## config.mk

```make
export PLATFORM = sky130hd
export DESIGN_NAME = mem_access_ctrl
export DESIGN_NICKNAME = d
export VERILOG_FILES = /design/src/rtl/mem_ctrl_pkg.sv /design/src/rtl/rr_arb2.sv /design/src/rtl/mem_access_ctrl.sv
export SDC_FILE = /design/constraint.sdc
export NUM_CORES = 1
export LEC_CHECK = 0
export BUFFER_PORTS_ARGS = -buffer_cell sky130_fd_sc_hd__buf_4
export CORE_MARGIN = 5
export CORE_UTILIZATION = 34
export DETAILED_ROUTE_END_ITERATION = 7
export GPL_ROUTABILITY_DRIVEN = 0
export HOLD_SLACK_MARGIN = 0.05
export PLACE_DENSITY_LB_ADDON = 0.05
export SETUP_SLACK_MARGIN = 0.15
export SYNTH_ARGS = -nofsm -noshare
export SYNTH_HDL_FRONTEND = slang
export SYNTH_SLANG_ARGS = --single-unit
```

## constraint.sdc

```tcl
create_clock -name clk -period 3.6 [get_ports clk]
set_clock_uncertainty 0.2 [all_clocks]
set_input_delay 0.36 -clock clk [delete_from_list [all_inputs] [get_ports clk]]
set_output_delay 0.36 -clock clk [all_outputs]
set_load 0.02 [all_outputs]
```

## src/rtl/mem_ctrl_pkg.sv

```systemverilog
`default_nettype none
// ============================================================================
// Module   : mem_ctrl_pkg
// Brief    : Shared types and defaults for the scratch-memory access controller.
// Revision : 1.0
// ============================================================================
package mem_ctrl_pkg;

  localparam int ADDR_W_DEF = 5;
  localparam int DATA_W_DEF = 16;

  typedef enum logic [1:0] {
    IDLE   = 2'd0,
    ACCESS = 2'd1,
    RESP   = 2'd2
  } state_e;

  typedef logic owner_t;
  localparam owner_t OWN_A = 1'b0;
  localparam owner_t OWN_B = 1'b1;

endpackage
`default_nettype wire

```

## src/rtl/rr_arb2.sv

```systemverilog
`default_nettype none
// ============================================================================
// Module   : rr_arb2
// Brief    : Two-way round-robin picker; the last-grant flop lives in the parent.
// Revision : 1.0
// ============================================================================
module rr_arb2
  import mem_ctrl_pkg::*;
(
  input  logic [1:0] req_i,
  input  logic       last_i,
  output logic [1:0] grant_o
);

  // On contention the requester that did not win last time gets the slot.
  always_comb begin
    grant_o = 2'b00;
    if (req_i[0] && (!req_i[1] || (last_i == OWN_B))) begin
      grant_o[0] = 1'b1;
    end else if (req_i[1]) begin
      grant_o[1] = 1'b1;
    end
  end

endmodule
`default_nettype wire

```

## src/rtl/mem_access_ctrl.sv

```systemverilog
`default_nettype none
// ============================================================================
// Module   : mem_access_ctrl
// Brief    : Round-robin sequencer serialising A/B accesses to a single-port memory.
// Revision : 1.0
// ============================================================================
module mem_access_ctrl
  import mem_ctrl_pkg::*;
#(
  parameter int ADDR_W = ADDR_W_DEF,
  parameter int DATA_W = DATA_W_DEF
) (
  input  logic              clk,
  input  logic              rst,

  input  logic              a_req,
  input  logic              a_we,
  input  logic [ADDR_W-1:0] a_addr,
  input  logic [DATA_W-1:0] a_wdata,
  output logic              a_gnt,
  output logic              a_done,
  output logic [DATA_W-1:0] a_rdata,

  input  logic              b_req,
  input  logic              b_we,
  input  logic [ADDR_W-1:0] b_addr,
  input  logic [DATA_W-1:0] b_wdata,
  output logic              b_gnt,
  output logic              b_done,
  output logic [DATA_W-1:0] b_rdata,

  output logic              mem_we,
  output logic [ADDR_W-1:0] mem_address,
  output logic [DATA_W-1:0] mem_data_in,
  input  logic [DATA_W-1:0] mem_data_out
);

  state_e            state_q,   state_d;
  owner_t            last_q,    last_d;
  owner_t            owner_q,   owner_d;
  logic              we_q,      we_d;
  logic              mem_we_q,  mem_we_d;
  logic [ADDR_W-1:0] addr_q,    addr_d;
  logic [DATA_W-1:0] wdata_q,   wdata_d;
  logic              a_done_q,  a_done_d;
  logic              b_done_q,  b_done_d;
  logic [DATA_W-1:0] a_rdata_q, a_rdata_d;
  logic [DATA_W-1:0] b_rdata_q, b_rdata_d;

  logic [1:0]        w_grant;
  logic [DATA_W-1:0] w_rd;

  rr_arb2 u_arb (
    .req_i   ({b_req, a_req}),
    .last_i  (last_q),
    .grant_o (w_grant)
  );

  assign a_gnt = w_grant[0] & (state_q == IDLE) & ~rst;
  assign b_gnt = w_grant[1] & (state_q == IDLE) & ~rst;

  // The memory floats its output during a write; never let that reach rdata.
  assign w_rd = we_q ? '0 : mem_data_out;

  always_comb begin
    state_d   = state_q;
    last_d    = last_q;
    owner_d   = owner_q;
    we_d      = we_q;
    addr_d    = addr_q;
    wdata_d   = wdata_q;
    mem_we_d  = 1'b0;
    a_done_d  = 1'b0;
    b_done_d  = 1'b0;
    a_rdata_d = '0;
    b_rdata_d = '0;
    case (state_q)
      IDLE: begin
        if (a_gnt || b_gnt) begin
          state_d  = ACCESS;
          owner_d  = b_gnt ? OWN_B : OWN_A;
          last_d   = b_gnt ? OWN_B : OWN_A;
          we_d     = b_gnt ? b_we    : a_we;
          addr_d   = b_gnt ? b_addr  : a_addr;
          wdata_d  = b_gnt ? b_wdata : a_wdata;
          mem_we_d = b_gnt ? b_we    : a_we;
        end
      end
      ACCESS: begin
        state_d = RESP;
        if (owner_q == OWN_A) begin
          a_done_d  = 1'b1;
          a_rdata_d = w_rd;
        end else begin
          b_done_d  = 1'b1;
          b_rdata_d = w_rd;
        end
      end
      RESP:    state_d = IDLE;
      default: state_d = IDLE;
    endcase
  end

  always_ff @(posedge clk) begin
    if (rst) begin
      state_q   <= IDLE;
      last_q    <= OWN_B;
      owner_q   <= OWN_A;
      we_q      <= 1'b0;
      mem_we_q  <= 1'b0;
      addr_q    <= '0;
      wdata_q   <= '0;
      a_done_q  <= 1'b0;
      b_done_q  <= 1'b0;
      a_rdata_q <= '0;
      b_rdata_q <= '0;
    end else begin
      state_q   <= state_d;
      last_q    <= last_d;
      owner_q   <= owner_d;
      we_q      <= we_d;
      mem_we_q  <= mem_we_d;
      addr_q    <= addr_d;
      wdata_q   <= wdata_d;
      a_done_q  <= a_done_d;
      b_done_q  <= b_done_d;
      a_rdata_q <= a_rdata_d;
      b_rdata_q <= b_rdata_d;
    end
  end

  assign mem_we      = mem_we_q;
  assign mem_address = addr_q;
  assign mem_data_in = wdata_q;
  assign a_done      = a_done_q;
  assign b_done      = b_done_q;
  assign a_rdata     = a_rdata_q;
  assign b_rdata     = b_rdata_q;

endmodule
`default_nettype wire
```

==> summary.md, run 1 <==
| Metric | Value |
|---|---|
| Clk slew on worst S/H paths | `approximately 0.07 ns` |
| Area after DPL | `3220 sq um` |
| Core Area | `6720 sq um` |
| Num ports | `122` |
| Post-place setup slack | `1.56 ns` |
| CTS Hold Bufs | `0` |
| Routed Wire Length | `6410 um` |
| Clock Tree Buf Depth | `2` |
| Max Cap Viol | `0` |
| Post-CTS Setup Inserts | `0` |
| Status | `finished clean` |
| Initial antenna violation count | `0` |
| CP required | `around 3.0 ns` |
| Grt met1 use | `19.5%` |
| Finished Layout Cells | `438` |
| Final instance area | `3430 sq um` |
| Number of I/O port buffers | `about 120` |
| Hold/Removal Path Class | `in -> reg` |
| Yosys reg bits | `61` |
| Final WS setup | `about 1.4 ns` |
| Wire length per cell | `~15 um` |
| Setup CP Type | `reg -> out` |
| H-Tree Depth | `3` |
| Top cell type's share of synthesized area | `52.4%` |
| Fin. Hold Viols | `0` |
| Drt initial violations | `56` |
| Layout cells sized above 1 | `49.2%` |
| Mapped Area | `2330 sq um` |
| Most frequent cell after synthesis | `dfxtp_1` |
| Cell Rows | `30` |
| Die Y | `92.8 um` |
| Worst Path Max Fanout | `24` |
| Syn nets | `302` |
| Post-synthesis simple-gate area fraction | `17.9%` |
| Final #Nets | `417` |
| EDFF count, synth | `0` |
| Synth cell types | `27` |
| Yosys Warn Count | `0` |
| Worst slew pin tran | `0.892 ns` |
| Vias/cell | `4.71` |
| Total Routing Usage GR | `14.9%` |
| Final Max Slew Viols | `0` |
| Hold WS | `approximately 0.071 ns` |
| Fillers | `659` |
| Multiplexer share of the synthesized area | `0.429%` |
| Pwr Density | `484 nW/um^2` |
| Relative slew slack | `40.5%` |
| Multi-input logic area | `952 sq um` |
| Worst Setup Start Kind | `flop` |
| 1st-pass router iterations | `4` |
| FFs w/ async S/R, synth | `0%` |
| Post-synthesis adder-cell area fraction | `0%` |
| Combinational family with the most area after synthesis | `compound AO/OA/AOI/OAI gates` |
| Post-CTS sizing | `0` |
| RSZ-0062 raised after global routing | `no` |
| Die ar. | `8620 sq um` |
| ANT nets after route | `0` |
| Largest area contributor in the netlist | `dfxtp_1` |
| GRT Residual Overflow | `0` |
| Global routing met2 resource utilization | `23.2%` |
| CTS sink cnt | `61` |
| Compound-cell area share of the yosys netlist | `22.5%` |
| VDD IR max | `0.189 mV` |
| Diode count | `0` |
| Part of the Yosys area used for sequential elements | `52.4%` |
| Cells after DPL | `422` |
| Worst-Skew Late Latency | `0.32 ns` |
| Worst setup EP type | `output pin` |
| CTS Buf Count | `9` |
| Grt peak-use layer | `met2` |
| Post-Synth XOR/XNOR Area | `0%` |
| Largest net degree at the start of global routing | `28` |
| Die W | `92.8 um` |
| Grt met3 use | `under 10%` |
| Cells after Synth | `238` |
| Clk root buf | `clkbuf_8` |
| Commonest cells post-synth | `61 x dfxtp_1, 26 x nor2_1, 22 x a21oi_1, 22 x nand2_1, 19 x a311oi_1` |
| First-pass GRT wire length | `approximately 10000 um` |
| Leak pwr | `~1.5 nW` |
| WP data arrival | `1.62 ns` |
| Ranking of synthesized cells by area | `dfxtp_1 52%, a311oi_1 7.1%, o21ai_2 6.4%` |
| Syn-to-layout area delta | `46.9%` |
| Setup TNS | `0 ns` |
| Fin crit period | `approximately 2.2 ns` |
| Starting density of the core | `34.7%` |
| Post-synth top flop | `dfxtp_1` |
| CTS tree | `yes` |
| Syn_area_per_cell | `9.80 sq um` |
| Dpl hpwl | `about 4400 um` |
| DRC | `0` |
| Period utilization | `60.6%` |
| Max Freq | `around 460 MHz` |
| Vias in the first global route | `about 2.1k` |
| Via count | `about 2.1k` |
| Register area | `1220 sq um` |
| # setup viols final | `0` |
## area by class of cell
| class | instances | area share [%] |
|---|---|---|
| well taps | 80 | 2.92 |
| flip-flops and latches | 61 | 35.6 |
| clock inverters | 3 | 1.24 |
| inverters | 5 | 0.548 |
| multi-input cells | 153 | 27.8 |
| clock buffers | 13 | 4.93 |
| repair buffers | 123 | 26.9 |
## metrics by stage
| step | total power (W) | util [%] |
|---|---|---|
| after detailed placement | 0.00105 | 47.9 |
| after floorplan | 0.000925 | - |
| after global routing | 0.00174 | 51.0 |
| after global placement | 0.00105 | 47.9 |
| after CTS | 0.00168 | 51.0 |
| final | 0.00166 | 51.0 |
## layer usage
metal / vias up / share of wire, %
li1: 1047 / -
met1: 926 / 44
met2: 83 / 47
met3: 8 / 8.2
met4: 0 / 1.1
met5: - / 0
## worst max-delay path: stages (launching register included)
cell and delay, ns:
dfxtp_1 0.37, or3_4 0.58, nor2_1 0.18, buf_4 0.16
## cells in the final DEF, fill, tap and decap left out
| cell | count |
|---|---|
| a211o_1 | 1 |
| clkbuf_8 | 12 |
| clkbuf_1 | 1 |
| mux2i_1 | 1 |
| nor2_2 | 9 |
| buf_4 | 123 |
| nand2b_1 | 17 |
| o21ai_1 | 5 |
| nand2_1 | 22 |
| nor3_4 | 1 |
| clkinv_2 | 1 |
| clkinvlp_4 | 1 |
| a21oi_1 | 22 |
| a311oi_1 | 19 |
| bufinv_16 | 1 |
| or3_4 | 1 |
| a311oi_2 | 2 |
| inv_1 | 3 |
| nor2_1 | 26 |
| a21boi_2 | 1 |
| a21bo_2 | 1 |
| o21ai_2 | 17 |
| nand2_2 | 2 |
| nor2b_1 | 1 |
| o21ai_0 | 3 |
| or2_4 | 1 |
| inv_2 | 2 |
| dfxtp_1 | 61 |
| nor3b_4 | 1 |
## registers in the layout (all words and copies together), names as in the netlist
register,cells
a_rdata,16
b_rdata,16
mem_data_in,16
mem_address,5
state_q,2
a_done,1
b_done,1
last_q,1
mem_we,1
owner_q,1
we_q,1
## report_power, final
part	total, W	switching [W]	internal [W]
Clock	0.000628	0.000252	0.000376
Combinational	0.000294	0.000158	0.000136
Sequential	0.000735	0.0000245	0.000711
Total	0.00166	0.000435	0.00122
## logic make-up (layout without fill, tap and decap cells)
kind of cell	Yosys count	in the layout
simple gates	81	81
compound gates	71	71
flops	61	61
buf+inv	24	144
mux	1	1
## path summary, 6_finish.rpt
kind / slack [ns] / from / endpoint / depth (start not counted)
hold / removal: 0.07 / mem_data_out[10] / b_rdata[10]$_SDFF_PP0_ / 3
setup / recovery: 1.42 / state_q[1]$_SDFFE_PP0P_ / a_gnt / 3
setup reg to reg: 1.86 / last_q$_SDFFE_PP1P_ / mem_data_in[1]$_SDFFE_PP0P_ / 3
hold reg to reg: 0.31 / owner_q$_SDFFE_PP0P_ / owner_q$_SDFFE_PP0P_ / 2
Power figures use the tool's default switching activity.
==> inputs of run 2 (changes only) <==
- ABC_AREA: default -> 1
- clock period: 3.6 -> 1.9 ns (I/O delays scaled with it)
==> run 2 against run 1 <==
Cell area increased by 23%. Sequential share of layout area decreased by 6.7 points. Die area increased by 0.77%. Combinational power increased by 120%. Non-clock buffer count increased by 70. Sequential power increased by 86%. Global-route usage increased by 2.3 points. Final cell count increased by 33%. Worst hold slack improved by 0.020 ns. Critical path type unchanged. Largest power group is now clock. Highest routed layer unchanged.
==> summary.md, run 2 <==
| Metric | Value |
|---|---|
| Status | `finished clean` |
| Num ports | `122 (unchanged)` |
| Largest net degree at the start of global routing | `33 (+18%)` |
| Hold WS | `0.0914 ns (+0.0205 ns)` |
| Initial antenna violation count | `0 (unchanged)` |
| WP data arrival | `1.26 ns (-0.36 ns)` |
| Commonest cells post-synth | `69 x inv_1, 61 x dfxtp_1, 50 x nand2_1` |
| Met3 WL post-DR | `509 um (-3.0%)` |
| Pwr Density | `808 nW/um^2 (+67%)` |
| Routed Wire Length | `7290 um (+14%)` |
| Worst setup EP type | `output pin` |
| Mapped Area | `2350 sq um (+0.86%)` |
| Top cell type's share of synthesized area | `51.9% (-0.45 points)` |
| Diode count | `0 (unchanged)` |
| Largest area contributor in the netlist | `dfxtp_1` |
| Finished Layout Cells | `582 (+33%)` |
| Leak pwr | `2.21 nW (+45%)` |
| Layout cells sized above 1 | `31.9% (-17 points)` |
| Final Max Slew Viols | `0 (unchanged)` |
| Commonest cells after routing, fill and taps aside | `132 x buf_4, 69 x inv_1, 61 x dfxtp_1, 61 x dlygate4sd3_1, 48 x nand2_1` |
| RSZ-0062 raised after global routing | `yes` |
| Worst slew pin tran | `0.340 ns (-0.552 ns)` |
| Core Area | `6760 sq um (+0.56%)` |
| Dpl hpwl | `4510 um (+1.4%)` |
| Post-synth top flop | `dfxtp_1` |
| Synth cell types | `18 (-33%)` |
| CP required | `1.51 ns (-1.53 ns)` |
| WL met2 | `3600 um (+20%)` |
| Yosys reg bits | `61 (unchanged)` |
| Die W | `93.2 um (+0.38%)` |
| Most common cell after layout, fill and taps aside | `buf_4` |
| FFs w/ async S/R, synth | `0% (unchanged)` |
| Die ar. | `8680 sq um (+0.77%)` |
| Clk root buf | `clkbuf_8` |
| ANT nets after route | `0 (unchanged)` |
| EDFF count, synth | `0 (unchanged)` |
| GRT Residual Overflow | `0 (unchanged)` |
| H-Tree Depth | `3 (unchanged)` |
| Setup TNS | `0 ns (unchanged)` |
| Area after DPL | `3330 sq um (+3.5%)` |
| Clock Tree Buf Depth | `2 (unchanged)` |
| Relative slew slack | `77.2% (+37 points)` |
| Starting density of the core | `34.8% (+0.10 points)` |
| Final #Nets | `561 (+35%)` |
| Uppermost layer routed | `met4` |
| Syn_area_per_cell | `7.59 sq um (-23%)` |
| Cells after Synth | `310 (+30%)` |
| Total Routing Usage GR | `17.2% (+2.3 points)` |
| Worst-Skew Late Latency | `0.32 ns (about the same)` |
| 1st-pass router iterations | `6 (+2)` |
| Cells after DPL | `502 (+19%)` |
| Drt initial violations | `43 (-23%)` |
| CTS tree | `yes` |
| Syn nets | `374 (+24%)` |
| Max Freq | `606 MHz` |
| CTS sink cnt | `61 (unchanged)` |
| Via count | `2571 (+25%)` |
| Most frequent cell after synthesis | `inv_1` |
| Fin. Hold Viols | `0 (unchanged)` |
| Vias in the first global route | `2573 (+20%)` |
| DRC | `0 (unchanged)` |
| Number of I/O port buffers | `121 (unchanged)` |
| VDD IR max | `0.514 mV (+170%)` |
| Cell Rows | `30 (unchanged)` |
| Ranking of synthesized cells by area | `dfxtp_1 52%, inv_1 11%, nand3_1 9.4%` |
| Hold/Removal Path Class | `in -> reg` |
| Flop2flop setup slack | `0.37 ns (-1.49 ns)` |
| Max Cap Viol | `0 (unchanged)` |
| Fin crit period | `1.65 ns` |
| Setup CP Type | `reg -> out` |
| Worst Path Max Fanout | `6 (-75%)` |
| Vias/cell | `4.42 (-6.3%)` |
| Wire length per cell | `12.5 um (-14%)` |
| Worst Setup Start Kind | `flop` |
| CTS Buf Count | `9 (unchanged)` |
| # setup viols final | `0 (unchanged)` |
| Period utilization | `86.8%` |
| Syn-to-layout area delta | `79.5%` |
| Final instance area | `4220 sq um (+23%)` |
| Yosys Warn Count | `0 (unchanged)` |
| First-pass GRT wire length | `11900 um (+16%)` |
| Clk slew on worst S/H paths | `0.06 ns (about the same)` |
| M1 wire length | `3030 um (+7.3%)` |
| Part of the Yosys area used for sequential elements | `51.9% (-0.45 points)` |
| Die Y | `93.2 um (+0.38%)` |
[run 2: cell families (layout without fill, tap and decap cells)]
logic type      after synthesis  after routing  synth area share, %
compound gates               23             23                 5.00
buf+inv                      90            281                 15.7
flops                        61             61                 51.9
simple gates                136            137                 27.4
[run 2: final timing paths]
check | cells past startpoint | start | to
max | 6 | state_q[1]$_SDFFE_PP0P_ | b_gnt
min | 5 | rst | last_q$_SDFFE_PP1P_
max reg2reg | 9 | state_q[1]$_SDFFE_PP0P_ | mem_data_in[6]$_SDFFE_PP0P_
min reg2reg | 2 | we_q$_SDFFE_PP0P_ | we_q$_SDFFE_PP0P_
[run 2: routing by layer]
metal / GRT usage (%) / vias to the layer above
met4: 6.11 / 0
met1: 19.2 / 1143
met2: 29.8 / 86
met3: 6.36 / 13
li1: - / 1329
met5: 0 / -
[run 2: cell type report]
| type | instances | area (sq um) |
|---|---|---|
| well taps | 80 | 100 |
| inverters | 72 | 270 |
| clock inverters | 4 | 95.1 |
| repair buffers | 193 | 1600 |
| flip-flops and latches | 61 | 1220 |
| fillers | 636 | 2530 |
| multi-input cells | 160 | 790 |
| clock buffers | 12 | 145 |
[run 2: worst max-delay path, cell delays in order, from the launching register on]
cell,delay (ns)
dfxtp_1,0.32
inv_1,0.08
nand2_2,0.07
nor2_4,0.19
nand2_8,0.09
inv_1,0.06
buf_4,0.13
[run 2: where the power goes]
part | switching (W) | total (W) | internal [W]
logic | 0.000322 | 0.000647 | 0.000325
clock network | 0.000484 | 0.00139 | 0.000907
registers | 0.0000303 | 0.00137 | 0.00134
total | 0.000837 | 0.00341 | 0.00258
[run 2: per-stage QoR]
step	power, W	worst slack (ns)	util (%)
2_1_floorplan	0.00169	0.434	-
3_3_place_gp	0.00193	0.421	49.3
3_5_place_dp	0.00194	0.364	49.3
4_1_cts	0.00345	0.154	62.2
5_1_grt	0.00358	0.148	62.5
6_report	0.00341	0.250	62.5
[run 2: repair_timing]
item | 4_1_cts | 5_1_grt
endpoints found under the hold margin | 57 | 0
buffers inserted | 0 | 2
hold buffers | 61 | 0
endpoints found under the setup margin | 1 | 2
gates resized for setup | 2 | 2
gates cloned | 1 | 0
pin swaps | 0 | 1
==> inputs of run 3 (changes only) <==
- CORE_ASPECT_RATIO: default -> 0.8
==> run 3 against run 2 <==
Utilization down 0.22 points. Die area up 0.12%. Worst hold slack better by 0.029 ns. Largest power group unchanged. Setup slack worse by 0.0072 ns. Via count down 1.1%. Sequential power about the same. Flip-flop and latch count unchanged. Non-clock buffer count up 1. Clock-buffer cell count unchanged. Power up 0.18%. Highest routed layer unchanged. Clock power about the same. Routed wire length up 3.2%.
==> summary.md, run 3 (same netlist as run 2, synthesis figures left out) <==
| Metric | Value |
|---|---|
| Status | `finished clean` |
| Worst-Skew Late Latency | `0.32 ns (about the same)` |
| ANT nets after route | `0 (unchanged)` |
| CP required | `1.51 ns (about the same)` |
| Fin. Hold Viols | `0 (unchanged)` |
| Syn-to-layout area delta | `80.7%` |
| Num ports | `122 (unchanged)` |
| Commonest cells after routing, fill and taps aside | `132 x buf_4, 69 x inv_1, 61 x dfxtp_1, 61 x dlygate4sd3_1, 49 x nand2_1` |
| Setup TNS | `0 ns (unchanged)` |
| Core Area | `6820 sq um (+1.0%)` |
| WP data arrival | `1.27 ns (about the same)` |
| Grt peak-use layer | `met2` |
| Sw Share | `24.6% (+0.063 points)` |
| Global routing met2 resource utilization | `28.4% (-1.5 points)` |
| Vias in the first global route | `2507 (-2.6%)` |
| CP max-delay cell | `dfxtp_1` |
| CTS Buf Count | `9 (unchanged)` |
| RSZ-0062 raised after global routing | `no` |
| Worst slew pin tran | `0.395 ns (+0.0554 ns)` |
| Crit-path cells | `inv_1, nand2_1, nand2_4, buf_6, nor2_2, buf_4` |
| Design Power | `0.00342 W (+0.18%)` |
| Worst Setup Start Kind | `flop` |
| # setup viols final | `0 (unchanged)` |
| Die ar. | `8690 sq um (+0.12%)` |
| Pwr Density | `804 nW/um^2 (-0.47%)` |
| Power share of the clock group | `40.7% (about the same)` |
| Hold/Removal Path Class | `in -> reg` |
| Setup CP Type | `reg -> out` |
| Diode count | `0 (unchanged)` |
| Via count | `2543 (-1.1%)` |
| Fin crit period | `1.66 ns (+0.00724 ns)` |
| Period utilization | `87.2% (+0.38 points)` |
| Max Freq | `604 MHz (-0.44%)` |
| Cell Rows | `27 (-10%)` |
| Comb power frac | `19.1% (about the same)` |
| Sum of buffers and inverters on the critical path | `3 (unchanged)` |
| CTS tree | `yes` |
| Vias/cell | `4.31 (-2.4%)` |
| Layout cells sized above 1 | `32.0% (+0.14 points)` |
| H-Tree Depth | `3 (unchanged)` |
| Drt initial violations | `55 (+28%)` |
| Clock Tree Buf Depth | `2 (unchanged)` |
| Clk root buf | `clkbuf_8` |
| Number of I/O port buffers | `121 (unchanged)` |
| P_int | `0.00258 W (about the same)` |
| Top cell family by delay on the critical path | `buffers and inverters` |
| Grt met1 use | `20.5% (+1.3 points)` |
| Die Y | `84.4 um (-9.4%)` |
| Worst Path Max Fanout | `9 (+3)` |
| DRC | `0 (unchanged)` |
| Total Routing Usage GR | `17.1% (-0.083 points)` |
| GRT Residual Overflow | `0 (unchanged)` |
| Relative slew slack | `73.5% (-3.7 points)` |
| Worst stage delay on the critical path | `0.30 ns (-0.02 ns)` |
| Sequential cell fraction of total power | `40.2% (about the same)` |
| First-pass GRT wire length | `11800 um (-0.99%)` |
| Worst setup EP type | `output pin` |
| Initial antenna violation count | `0 (unchanged)` |
| Routed Wire Length | `7530 um (+3.2%)` |
| 1st-pass router iterations | `4 (-2)` |
| Dpl hpwl | `4570 um (+1.5%)` |
| Psw | `0.000840 W (+0.43%)` |
| Starting density of the core | `34.5% (-0.34 points)` |
| Clk slew on worst S/H paths | `0.06 ns (about the same)` |
| Grt met3 use | `6.73% (+0.37 points)` |
| Wire length per cell | `12.8 um (+1.8%)` |
| Final #Nets | `562 (+0.18%)` |
| Die W | `103 um (+11%)` |
| Leak pwr | `2.22 nW (+0.29%)` |
| Max Cap Viol | `0 (unchanged)` |
| Largest net degree at the start of global routing | `33 (unchanged)` |
| Final Max Slew Viols | `0 (unchanged)` |
| Most common cell after layout, fill and taps aside | `buf_4` |
| VDD IR max | `0.428 mV (-17%)` |
| CTS sink cnt | `61 (unchanged)` |
## run 3: changes by cell type in the layout (fill, tap and decap cells not counted)
cell | previous run | this run
buf_6 | 0 | 1
nand2_1 | 48 | 49
nand2_2 | 5 | 3
nand2_4 | 1 | 2
nor3_1 | 32 | 31
nor3_2 | 0 | 1
## run 3: cell type report
class                           count  area (sq um)
Clock buffer                       12           145
Multi-Input combinational cell    160           797
Timing Repair Buffer              194          1610
Fill cell                         602          2570
Sequential cell                    61          1220
Clock inverter                      4          95.1
Inverter                           72           270
Tap cell                           87           109
## run 3: worst paths after layout
kind | start | to | slack, ns | depth (start not counted)
worst max register to register | state_q[1]$_SDFFE_PP0P_ | mem_data_in[3]$_SDFFE_PP0P_ | 0.29 | 9
worst max-delay path | last_q$_SDFFE_PP1P_ | a_gnt | 0.24 | 6
worst min register to register | we_q$_SDFFE_PP0P_ | we_q$_SDFFE_PP0P_ | 0.29 | 2
worst min-delay path | rst | last_q$_SDFFE_PP1P_ | 0.12 | 5
## run 3: what timing repair did
action,in CTS,in global routing
resized for setup,2,4
hold endpoints to repair,57,0
hold buffers,61,0
pin swaps,1,2
setup endpoints to repair,2,3
gates cloned,0,1
buffers inserted,1,3
## run 3: tightest hold or removal path, stage by stage
cell and delay [ns]:
buf_4 0.09, inv_2 0.05, nand2_1 0.07, nor2_2 0.05, o211ai_1 0.15
## run 3: power groups by stage
| stage | clock network [W] | registers [W] | logic, W |
|---|---|---|---|
| after floorplan | 0 | 0.00147 | 0.000218 |
| after global placement | 0 | 0.00140 | 0.000529 |
| after detailed placement | 0 | 0.00140 | 0.000534 |
| after CTS | 0.00143 | 0.00137 | 0.000640 |
| after global routing | 0.00150 | 0.00138 | 0.000716 |
| final | 0.00139 | 0.00138 | 0.000653 |
## run 3: metal layers
| layer | up-vias | share of wire [%] | wire length [um] |
|---|---|---|---|
| li1 | 1330 | - | - |
| met3 | 12 | 8.8 | 659 |
| met2 | 99 | 48 | 3650 |
| met1 | 1102 | 41 | 3110 |
| met5 | - | 0 | 0 |
| met4 | 0 | 1.4 | 109 |
## run 3: metrics by stage
stage / utilization [%] / instances / hold WS (ns) / setup slack (ns) / instance area, sq um
global placement: 48.8 / 508 / 0.251 / 0.343 / 3330
global route: 62.3 / 590 / 0.141 / 0.149 / 4250
detailed placement: 48.8 / 508 / 0.251 / 0.320 / 3330
floorplan: - / 310 / 0.130 / 0.434 / 2350
finish: 62.3 / 590 / 0.121 / 0.243 / 4250
CTS: 61.6 / 586 / 0.107 / 0.152 / 4200
